===== src/rtl/cpu_defs_pkg.sv =====
// Shared CPU definitions: reset vector, IF stage state encoding, NOP word.
package cpu_defs;

    localparam int unsigned PC_W     = 32;
    localparam int unsigned INST_W   = 32;
    localparam logic [31:0] RESET_PC = 32'h1c000000;
    localparam logic [31:0] NOP      = 32'h0;

    typedef enum logic [1:0] {
        IF_REQ  = 2'd0,
        IF_RESP = 2'd1,
        IF_HOLD = 2'd2
    } if_state_e;

endpackage


===== src/rtl/if_next_pc.sv =====
// Next fetch PC select: ex_flush > br_taken > sequential pc+4.
//   ex_flush/ex_target  exception or ertn redirect
//   br_taken/br_target  branch redirect
//   seq_pc              PC of the instruction currently held
//   next_pc_c           selected next fetch address
//   redirect_c          any redirect this cycle
module if_next_pc
    import cpu_defs::*;
#(
    parameter int unsigned W = 32
) (
    input  logic         ex_flush,
    input  logic [W-1:0] ex_target,
    input  logic         br_taken,
    input  logic [W-1:0] br_target,
    input  logic [W-1:0] seq_pc,
    output logic [W-1:0] next_pc_c,
    output logic         redirect_c
);

    assign redirect_c = ex_flush | br_taken;

    always_comb begin
        next_pc_c = seq_pc + W'(4);
        if (ex_flush) begin
            next_pc_c = ex_target;
        end else if (br_taken) begin
            next_pc_c = br_target;
        end
    end

endmodule


===== src/rtl/if_fetch_stage.sv =====
// IF stage: sequential PC generation, single-outstanding instruction fetch,
// instruction hold until ID accepts, and redirect with in-flight cancel.
//   clk, rst                 clock, async active-high reset
//   id_allowin               ID accepts the presented instruction
//   br_taken/br_target       branch redirect
//   ex_flush/ex_target       exception redirect (wins over branch)
//   inst_sram_*              req/addr_ok/data_ok fetch port
//   fs_valid/fs_pc/fs_inst   IF/ID register inputs
//   fs_fresh                 one-cycle bubble request after a redirect
module if_fetch_stage #(
    parameter logic [31:0] RESET_PC = cpu_defs::RESET_PC,
    parameter int unsigned PC_W     = cpu_defs::PC_W
) (
    input  logic            clk,
    input  logic            rst,
    input  logic            id_allowin,
    input  logic            br_taken,
    input  logic [PC_W-1:0] br_target,
    input  logic            ex_flush,
    input  logic [PC_W-1:0] ex_target,
    output logic            inst_sram_req,
    output logic [PC_W-1:0] inst_sram_addr,
    input  logic            inst_sram_addr_ok,
    input  logic            inst_sram_data_ok,
    input  logic [31:0]     inst_sram_rdata,
    output logic            fs_valid,
    output logic [PC_W-1:0] fs_pc,
    output logic [31:0]     fs_inst,
    output logic            fs_fresh
);
    import cpu_defs::*;

    if_state_e       state_q, state_d;
    logic            cancel_q, cancel_d;
    logic [PC_W-1:0] pc_q;
    logic [PC_W-1:0] fetch_pc_q;
    logic [31:0]     inst_q;
    logic            fresh_q;
    logic            latch_inst;
    logic            advance;
    logic            redirect;
    logic [PC_W-1:0] next_pc;

    if_next_pc #(.W(PC_W)) u_next_pc (
        .ex_flush   (ex_flush),
        .ex_target  (ex_target),
        .br_taken   (br_taken),
        .br_target  (br_target),
        .seq_pc     (pc_q),
        .next_pc_c  (next_pc),
        .redirect_c (redirect)
    );

    // State register and datapath registers
    always_ff @(posedge clk or posedge rst) begin
        if (rst) begin
            state_q    <= IF_REQ;
            cancel_q   <= 1'b0;
            pc_q       <= PC_W'(RESET_PC - 32'd4);
            fetch_pc_q <= PC_W'(RESET_PC);
            inst_q     <= NOP;
            fresh_q    <= 1'b0;
        end else begin
            state_q  <= state_d;
            cancel_q <= cancel_d;
            fresh_q  <= redirect;
            if (redirect || advance) begin
                fetch_pc_q <= next_pc;
            end
            if (latch_inst) begin
                inst_q <= inst_sram_rdata;
                pc_q   <= fetch_pc_q;
            end
        end
    end

    // Next-state, cancel and load enables
    always_comb begin
        state_d    = state_q;
        cancel_d   = cancel_q;
        latch_inst = 1'b0;
        advance    = 1'b0;
        unique case (state_q)
            IF_REQ: begin
                // A redirect in the accept cycle leaves the old address in flight.
                if (inst_sram_addr_ok) begin
                    state_d  = IF_RESP;
                    cancel_d = redirect;
                end
            end
            IF_RESP: begin
                if (inst_sram_data_ok) begin
                    cancel_d   = 1'b0;
                    latch_inst = !cancel_q && !redirect;
                    state_d    = latch_inst ? IF_HOLD : IF_REQ;
                end else if (redirect) begin
                    cancel_d = 1'b1;
                end
            end
            IF_HOLD: begin
                advance = id_allowin && !redirect;
                if (redirect || id_allowin) begin
                    state_d = IF_REQ;
                end
            end
            default: begin
                state_d  = IF_REQ;
                cancel_d = 1'b0;
            end
        endcase
    end

    assign inst_sram_req  = (state_q == IF_REQ) && !rst;
    assign inst_sram_addr = fetch_pc_q;
    assign fs_valid       = (state_q == IF_HOLD);
    assign fs_pc          = pc_q;
    assign fs_inst        = inst_q;
    assign fs_fresh       = fresh_q;

endmodule


===== config.mk =====
export PLATFORM = sky130hd
export DESIGN_NAME = if_fetch_stage
export DESIGN_NICKNAME = d
export VERILOG_FILES = /design/src/rtl/cpu_defs_pkg.sv /design/src/rtl/if_next_pc.sv /design/src/rtl/if_fetch_stage.sv
export SDC_FILE = /design/constraint.sdc
export NUM_CORES = 1
export LEC_CHECK = 0
export ABC_CLOCK_PERIOD_IN_PS = 4100
export BUFFER_PORTS_ARGS = -buffer_cell sky130_fd_sc_hd__buf_2
export CORE_MARGIN = 3
export CORE_UTILIZATION = 40
export CTS_CLUSTER_SIZE = 20
export DETAILED_ROUTE_END_ITERATION = 8
export PLACE_DENSITY = 0.69
export SLEW_MARGIN = 20
export SYNTH_ARGS = -nofsm -noshare
export SYNTH_HDL_FRONTEND = slang
export SYNTH_SLANG_ARGS = --single-unit

===== constraint.sdc =====
create_clock -name clk -period 4.1 [get_ports clk]
set_input_delay 0 -clock clk [delete_from_list [all_inputs] [get_ports clk]]
set_output_delay 0 -clock clk [all_outputs]
set_load 0.03 [all_outputs]

# [Word level (Yosys, flattened, before mapping)]
# Cells that the tools add are included.
[totals] wordCells=40 regBits=100 input_bits=103
[op_classes] mux=14 reduce_logical=11 n_addsub=1 n_eq_ne=6 bitwise=2
[op_table] operator="2-to-1 mux 32 bit" count=2
[op_table] operator="adder 32 x 3 -> 32 bit (second input constant)" count=1
[op_table] operator="2-to-1 mux 2 bit" count=4
[op_table] operator="2-to-1 mux 1 bit" count=6
[op_table] operator="case mux 2 bit (3 select lines)" count=1
[op_table] operator="AND reduction 3 bit" count=2
[op_table] operator="!= test 2 bit (second input constant)" count=2
[op_table] operator="logical AND 1 bit" count=3
[op_table] operator="zero test 1 bit" count=3
[op_table] operator="!= test 3 bit (second input constant)" count=1
[op_table] operator="case mux 1 bit (3 select lines)" count=1
[op_table] operator="== test 2 x 1 -> 1 bit (second input constant)" count=1
[op_table] operator="== test 2 bit (second input constant)" count=1
[op_table] operator="zero test 2 bit" count=1
[op_table] operator="logical OR 1 bit" count=2
[op_table] operator="!= test 2 x 1 -> 1 bit (second input constant)" count=1
[op_table] operator="inverter 1 bit" count=1
[op_table] operator="bitwise OR 1 bit" count=1

# [Longest topological paths before layout]
# Gate-level depths: netlist (run 1).
[logic_depth] word_depth=6 depth_mapped=8 ltp_nobuf=6

# [Cells and area by module]
# From an unflattened synthesis (run 1), not the netlist that was laid out.
[unflattened] cells_unflattened=399 hier_area_um2=4913.5
[by_module_without_submodules] mod="if_fetch_stage" area_each_um2=3804.9 cells_each=223 n_inst=1
[by_module_without_submodules] mod="if_next_pc" area_each_um2=1108.6 cells_each=176 n_inst=1

# [Least setup slack after synthesis (run 1)]
# OpenSTA, ideal clock, no wires.
[synth_path] path_type="flip-flop to flip-flop" startpoint="reg pc_q[2], in the netlist fs_pc[2]" endpoint="reg fetch_pc_q[22], in the netlist inst_sram_addr[22]" setup_ps=126 period_less_slack_ps=1957 path_stages_with_launch=7 arrival_time_ps=1832 slack_ps=2143 path_cell_list="dfstp_2 -> ha_1 -> nand3_1 -> nand3b_2 -> nor4_2 -> xnor2_1 -> a21oi_1"
[synth_between] elab_chain_len=3
[synth_rtl] item="start: declaration" line="if_fetch_stage.sv:35" rtl="logic [PC_W-1:0] pc_q;"
[synth_rtl] item="start signal: assignment" line="if_fetch_stage.sv:59" rtl="pc_q <= PC_W'(RESET_PC - 32'd4);"
[synth_rtl] item="start signal: assignment" line="if_fetch_stage.sv:72" rtl="pc_q <= fetch_pc_q;"
[synth_rtl] item="adder 32 x 3 -> 32 bit" line="if_next_pc.sv:24" rtl="next_pc_c = seq_pc + W'(4);"
[synth_rtl] item="2-to-1 mux 32 bit" line="if_next_pc.sv:27" rtl="end else if (br_taken) begin"
[synth_rtl] item="2-to-1 mux 32 bit" line="if_next_pc.sv:25" rtl="if (ex_flush) begin"
[synth_rtl] item="end signal: assignment" line="if_fetch_stage.sv:60" rtl="fetch_pc_q <= PC_W'(RESET_PC);"
[synth_rtl] item="end signal: assignment" line="if_fetch_stage.sv:68" rtl="fetch_pc_q <= next_pc;"
[synth_rtl] item="end: declaration" line="if_fetch_stage.sv:36" rtl="logic [PC_W-1:0] fetch_pc_q;"
# No other way between the ends.
# A chain may end at the register's enable or synchronous reset.

# [Worst setup path after layout (run 1)]
# Ends and elaborated chain as after synthesis.

==> metrics, run 1 <==
GRT Residual Overflow=0; cell chain of the critical path=ha_1 > nand3_1 > nand3b_2 > nor4_2 > xnor2_1 > a21oi_1 > dlygate4sd3_1; clk buf depth=2; vias in the first global route=4450; worst min path class=in -> reg; Post-synth EDFFs=0; Worst EP arrival=2.90 ns; Vias/cell=5.25; largest net degree at the start of global routing=71; Peak supply drop=0.404 mV; Global Route Usage Sum=0.218; post-placement cell count=733; clock sink total=100; CTS tree=done; Die ar.=0.0135 mm^2; antenna cells=0; core area=0.0116 mm^2; Netlist cell types=47; slowest stage delay, CP=0.59 ns; normalized max-slew margin=0.332; dpl hpwl=9.89 mm; Startpoint Class=flop; RSZ-0062 raised after global routing=no; share of layout cells above drive strength 1=0.464; Core Rows=39; Slew Viols, Final=0; global-route wire length before repair=22.8 mm; P&R area growth vs syn=46.1%; Root Buffer=clkbuf_16; antenna-violating nets left=0; H-Tree Depth=3; final wirelength=14.7 mm; CTS buffer count=9; Clock Pin Slew Worst Setup and Hold Paths=0.07 ns; number of I/O pins=202; nets=795; WL/cell=17.5 um; Tmin final=2.68 ns; Worst EP required=4.32 ns; clk_lat worst skew=0.34 ns; R2R Setup Slk=1.42 ns; final hold vios=0; final setup vio count=0; TNS Setup=0 ns; Via Count=4406; asr flop ratio synth=1.00; worst-margin pin slew=0.999 ns; P_leak=0.00322 uW; Synth warnings=0; clk_skew=0.00775 ns; DIE HEIGHT=116 um; Fmax achieved=373 MHz; Pwr per Cell Area=635 mW/mm^2; number of port buffers=201; maxcap violations=0; Syn Nets=515; main flop type after synthesis=dfrtp_1; Die W=116 um; Syn Area/Cell=11.8 um^2; starting density of the core=0.418; CP max-delay cell=dfstp_2; outcome=completed; Tcrit/Tclk final=0.653; largest fanout on the critical path=10; gpl congestion=0.823; # fillers=941; Non-Filler Instances=839; Starting DRT DRC Count=284; Post-Synthesis Cells=411; initial antenna violation count=0; register bit total from synthesis=100; Mapped Area=0.00485 mm^2; Seq/Total Area, Yosys=0.523; DR DRC count=0; Crit Path Class=reg -> reg; first-pass detailed-route iteration total=6; Post-CTS Setup Bufs=0; CP endpoint kind=flop
metal layers:
metal / routed length (um) / track usage / up-vias
met2: 7210 / 0.367 / 192
met1: 6020 / 0.270 / 2132
met3: 1220 / 0.0580 / 22
li1: - / - / 2060
met5: 0 / 0 / -
met4: 255 / 0.0773 / 0
sequential cells by signal, indices dropped and copies added, names as in the netlist:
register / flops
fs_inst: 32
fs_pc: 32
inst_sram_addr: 32
state_q: 2
cancel_q: 1
fs_fresh: 1
kinds of logic after synthesis:
group,after synthesis,share of synthesized area
buffers and inverters,31,0.0379
adder cells (fa/ha/maj),1,0.00258
multiplexers,71,0.163
AND/OR/NAND/NOR,98,0.116
XOR/XNOR,27,0.0487
AO/OA/AOI/OAI,83,0.109
flip-flops,100,0.523
what timing repair did:
item                                    in CTS  in global routing
endpoints found under the setup margin       0                  0
hold buffers                                90                  0
hold endpoints to repair                   115                  0
gates resized for setup                      0                  0
layout make-up:
| cell class | instances | area, um^2 | share of cell area |
|---|---|---|---|
| Sequential cell | 100 | 2540 | 0.358 |
| Multi-Input combinational cell | 280 | 2140 | 0.301 |
| Timing Repair Buffer | 295 | 1940 | 0.273 |
| Clock buffer | 11 | 243 | 0.0342 |
| Tap cell | 143 | 179 | 0.0252 |
| Clock inverter | 5 | 38.8 | 0.00547 |
| Inverter | 5 | 21.3 | 0.00300 |
synthesized netlist by cell type (all sizes together), types with 2 or more instances:
| master | n | share of area |
|---|---|---|
| nand3 | 11 | 0.011 |
| mux2i | 8 | 0.016 |
| and2 | 2 | 0.0026 |
| xor2 | 7 | 0.013 |
| nor2b | 4 | 0.0067 |
| xnor2 | 20 | 0.036 |
| nand4 | 6 | 0.0077 |
| nand3b | 2 | 0.0039 |
| and4 | 6 | 0.011 |
| a22oi | 4 | 0.0062 |
| nand2 | 21 | 0.016 |
| a21oi | 29 | 0.030 |
| and3 | 4 | 0.0057 |
| o21bai | 3 | 0.0046 |
| buf | 14 | 0.021 |
| inv | 5 | 0.0039 |
| o21ai | 24 | 0.025 |
| dfrtp | 71 | 0.37 |
| nand2b | 14 | 0.018 |
| nor2 | 17 | 0.015 |
| mux2 | 63 | 0.15 |
| dfstp | 29 | 0.16 |
| o221ai | 9 | 0.016 |
| a221oi | 2 | 0.0036 |
| a222oi | 10 | 0.021 |
| nor3 | 7 | 0.0072 |
| nor4 | 2 | 0.0070 |
| clkbuf | 11 | 0.0095 |
metrics by stage:
stage	power (uW)	hold WS (ns)	utilization	worst slack [ns]	instance area, um^2
detailed placement	3620	0.210	0.509	1.89	5910
global route	4740	0.0613	0.611	1.26	7090
floorplan	3040	0.0960	-	1.53	4850
CTS	4530	0.00138	0.610	1.33	7090
finish	4500	0.0167	0.611	1.42	7090
global placement	3580	0.203	0.509	2.00	5910
power by group:
group	internal, uW	leakage (uW)	total [uW]	switching (uW)
sequential	1450	0.00117	1810	356
clock	430	0.000136	797	367
combinational	734	0.00192	1900	1170
placed cells by master, fill, tap and decap left out, drive strengths merged, types with 4 or more instances in the layout:
cell type	n
inv	5
a21oi	29
xnor2	20
xor2	7
clkinv	4
clkbuf	11
o221ai	9
mux2	63
nor2b	4
nand4	6
a222oi	10
nand2	21
dlygate4sd3	90
nor3	7
and4	6
a22oi	4
nand3	11
buf	205
o21ai	24
and3	4
dfstp	29
mux2i	8
dfrtp	71
nor2	17
nand2b	14
final timing paths:
kind / startpoint / to / depth (start not counted)
setup / recovery: fs_pc[2] / inst_sram_addr[22] / 7
max in group asynchronous: rst / fs_pc[5] / 4
hold reg to reg: fs_inst[1] / fs_inst[1] / 1
min in group asynchronous: rst / fs_inst[7] / 3
hold / removal: ex_target[2] / inst_sram_addr[2] / 3
setup reg to reg: fs_pc[2] / inst_sram_addr[22] / 7
critical path: cells and delay by family, from the launching register on:
kind | cells | cell delay, ns
xor gates and xnor gates | 1 | 0.15
adders and majority gates | 1 | 0.20
AOI/OAI and AO/OA | 1 | 0.08
buffers and inverters | 1 | 0.57
and+or+nand+nor | 3 | 0.97
DFF | 1 | 0.59
No activity file was read; power rests on OpenSTA's default activity.
==> run 2, diff against run 1 <==
- ABC_AREA: default -> 1
- ABC_CLOCK_PERIOD_IN_PS: 4100 -> 2400
- PLACE_DENSITY: 0.69 -> 0.7
- clock period: 4.1 -> 2.4 ns (I/O delays scaled with it)
==> run 2 against run 1 <==
Effect of this change:
- die area increased by 9.4%
- combinational power increased by 99%
- largest cell class unchanged
- count of clock-buffer cells in the layout unchanged
- design area increased by 9.1%
- largest power group unchanged
- setup slack got worse by 1.3 ns
- first-iteration DRC count increased by 18%
- register-to-register slack got worse by 1.3 ns
- sequential cell count unchanged
- sequential share of layout area decreased by 3.0 points
- non-clock buffer count increased by 1
- clock skew decreased by 0.0026 ns
==> metrics, run 2 <==
outcome=completed; H-Tree Depth=3 (unchanged); Starting DRT DRC Count=336 (+18%); clk_lat worst skew=0.35 ns (about the same); commonest cells after routing, fill and taps aside=buf_2 (201), nand2_1 (160), nor2_1 (93), dlygate4sd3_1 (84), dfrtp_1 (71); Crit path max-delay family=simple AND/OR/NAND/NOR gates; area share of the leading cell type in the synthesized netlist=0.333 (-0.0331); slowest stage delay, CP=0.57 ns (-0.02 ns); area of the multi-input gates=0.00245 mm^2 (+15%); nets=1028 (+29%); Syn Nets=749 (+45%); Core Rows=41 (+5.1%); Peak supply drop=0.523 mV (+29%); dpl hpwl=11.6 mm (+18%); Via Count=5328 (+21%); core area=0.0128 mm^2 (+10%); worst-margin pin slew=0.567 ns (-0.432 ns); clk buf depth=2 (unchanged); Slew Viols, Final=0 (unchanged); CTS buffer count=9 (unchanged); Worst EP arrival=2.49 ns (-0.41 ns); final wirelength=17.1 mm (+17%); vias in the first global route=5266 (+18%); worst min path class=in -> reg; cell chain of the critical path=ha_1 > nand2_1 > nor2_4 > nand2_1 > nor2_4 > nor2_1 > o21ai_0 > a21oi_1 > dlygate4sd3_1; antenna-violating nets left=0 (unchanged); antenna cells=0 (unchanged); first-pass detailed-route iteration total=5 (-1); Tcrit/Tclk final=0.943 (+0.290); leading post-synthesis cells by cell area=dfrtp_1 (33%), dfstp_2 (14%), nand2_1 (11%); Seq/Total Area, Yosys=0.476 (-0.0473); initial antenna violation count=0 (unchanged); WL/cell=15.6 um (-11%); global-route wire length before repair=27.4 mm (+20%); CP max-delay cell=dlygate4sd3_1; number of I/O pins=202 (unchanged); slack of the critical path=0.137 ns (-1.28 ns); # fillers=1179 (+25%); Die W=122 um (+4.6%); commonest non-fill, non-tap cell in the layout=buf_2; main flop type after synthesis=dfrtp_1; P&R area growth vs syn=45.0%; Startpoint Class=flop; largest fanout on the critical path=5 (-5); Syn Area/Cell=8.27 um^2 (-30%); Die ar.=0.0148 mm^2 (+9.4%); Non-Filler Instances=1101 (+31%); Crit Path Class=reg -> reg; number of port buffers=201 (unchanged); GRT Residual Overflow=0 (unchanged); starting density of the core=0.416 (-0.00181); register area=0.00254 mm^2 (unchanged); largest net degree at the start of global routing=101 (+42%); Fmax achieved=442 MHz (+18%); Netlist cell types=29 (-38%); Critical path buffers and inverters=1 (unchanged); final hold vios=0 (unchanged); normalized max-slew margin=0.622 (+0.290); Vias/cell=4.84 (-7.9%); Clock Pin Slew Worst Setup and Hold Paths=0.07 ns (about the same); Tmin final=2.26 ns (-0.415 ns); P_leak=0.00401 uW (+25%); Post-Synthesis Cells=645 (+57%); asr flop ratio synth=1.00 (unchanged); clk_skew=0.00513 ns (-0.00262 ns); Pwr per Cell Area=1100 mW/mm^2 (+73%); maxcap violations=0 (unchanged); share of layout cells above drive strength 1=0.330 (-0.134); Root Buffer=clkbuf_16; final setup vio count=0 (unchanged); Synth warnings=0 (unchanged); top cells by count, synth=nand2_1 (162), nor2_1 (98), dfrtp_1 (71); CTS tree=done; Global Route Usage Sum=0.236 (+0.0184); register bit total from synthesis=100 (unchanged); Setup WS pre-CTS=0.516 ns (-1.37 ns); post-placement cell count=1000 (+36%); Worst EP required=2.63 ns (-1.69 ns); TNS Setup=0 ns (unchanged); CP endpoint kind=flop; Mapped Area=0.00534 mm^2 (+10%); top-count cell post-synth=nand2_1; DIE HEIGHT=122 um (+4.6%); clock sink total=100 (unchanged); RSZ-0062 raised after global routing=yes; Synth area leader=dfrtp_1; DR DRC count=0 (unchanged); gpl congestion=0.908 (+10%); Post-synth EDFFs=0 (unchanged)
==> run 2: metrics by stage <==
step	hold slack [ns]	util	power [uW]	area, um^2
2_1_floorplan	0.112	-	5480	5340
3_3_place_gp	0.210	0.507	6590	6500
3_5_place_dp	0.218	0.507	6620	6500
4_1_cts	0.00156	0.601	8530	7700
5_1_grt	0.0170	0.603	9030	7740
6_report	0.00847	0.603	8520	7740
==> run 2: power by group <==
part,internal [uW],total (uW),switching (uW)
registers,2440,3000,559
logic,1370,3780,2420
clock network,1080,1740,657
==> run 2: layout make-up <==
type / instances / share of cell area
sequential: 100 / 0.328
multi-input combinational: 460 / 0.317
timing repair buffer: 296 / 0.253
clock buffer: 11 / 0.0327
inverter: 57 / 0.0281
tap: 172 / 0.0278
clock inverter: 5 / 0.0137
==> run 2: per-layer routing <==
metal / vias up / share of wire / track usage
met2: 187 / 0.47 / 0.391
li1: 2632 / - / -
met3: 33 / 0.067 / 0.0564
met4: 0 / 0.027 / 0.0889
met5: - / 0 / 0
met1: 2476 / 0.44 / 0.299
==> run 2: final timing paths <==
kind	cells after the start	startpoint	slack (ns)	end
min in group asynchronous	4	rst	0.36	fs_inst[27]
setup / recovery	9	fs_pc[2]	0.14	inst_sram_addr[16]
hold reg to reg	2	fs_pc[3]	0.49	fs_pc[3]
setup reg to reg	9	fs_pc[2]	0.14	inst_sram_addr[16]
hold / removal	3	ex_target[28]	0.008	inst_sram_addr[28]
max in group asynchronous	4	rst	1.58	fs_pc[10]
==> run 2: timing repair <==
action / 4_1_cts / 5_1_grt
hold endpoints to repair: 137 / 0
hold buffers: 84 / 0
resized for setup: 0 / 10
buffers inserted: 0 / 1
setup endpoints to repair: 0 / 11
==> run 2: kinds of logic after synthesis <==
| kind of cell | after synthesis | share of synthesized area |
|---|---|---|
| compound gates | 116 | 0.117 |
| simple gates | 304 | 0.233 |
| buf+inv | 85 | 0.0699 |
| fa+ha+maj | 1 | 0.00234 |
| xor+xnor | 6 | 0.00985 |
| mux | 33 | 0.0928 |
| flops | 100 | 0.476 |
==> run 2: worst min-delay path: stages <==
cell     delay [ns]
buf_2          0.08
a21oi_1        0.07
a21oi_1        0.16
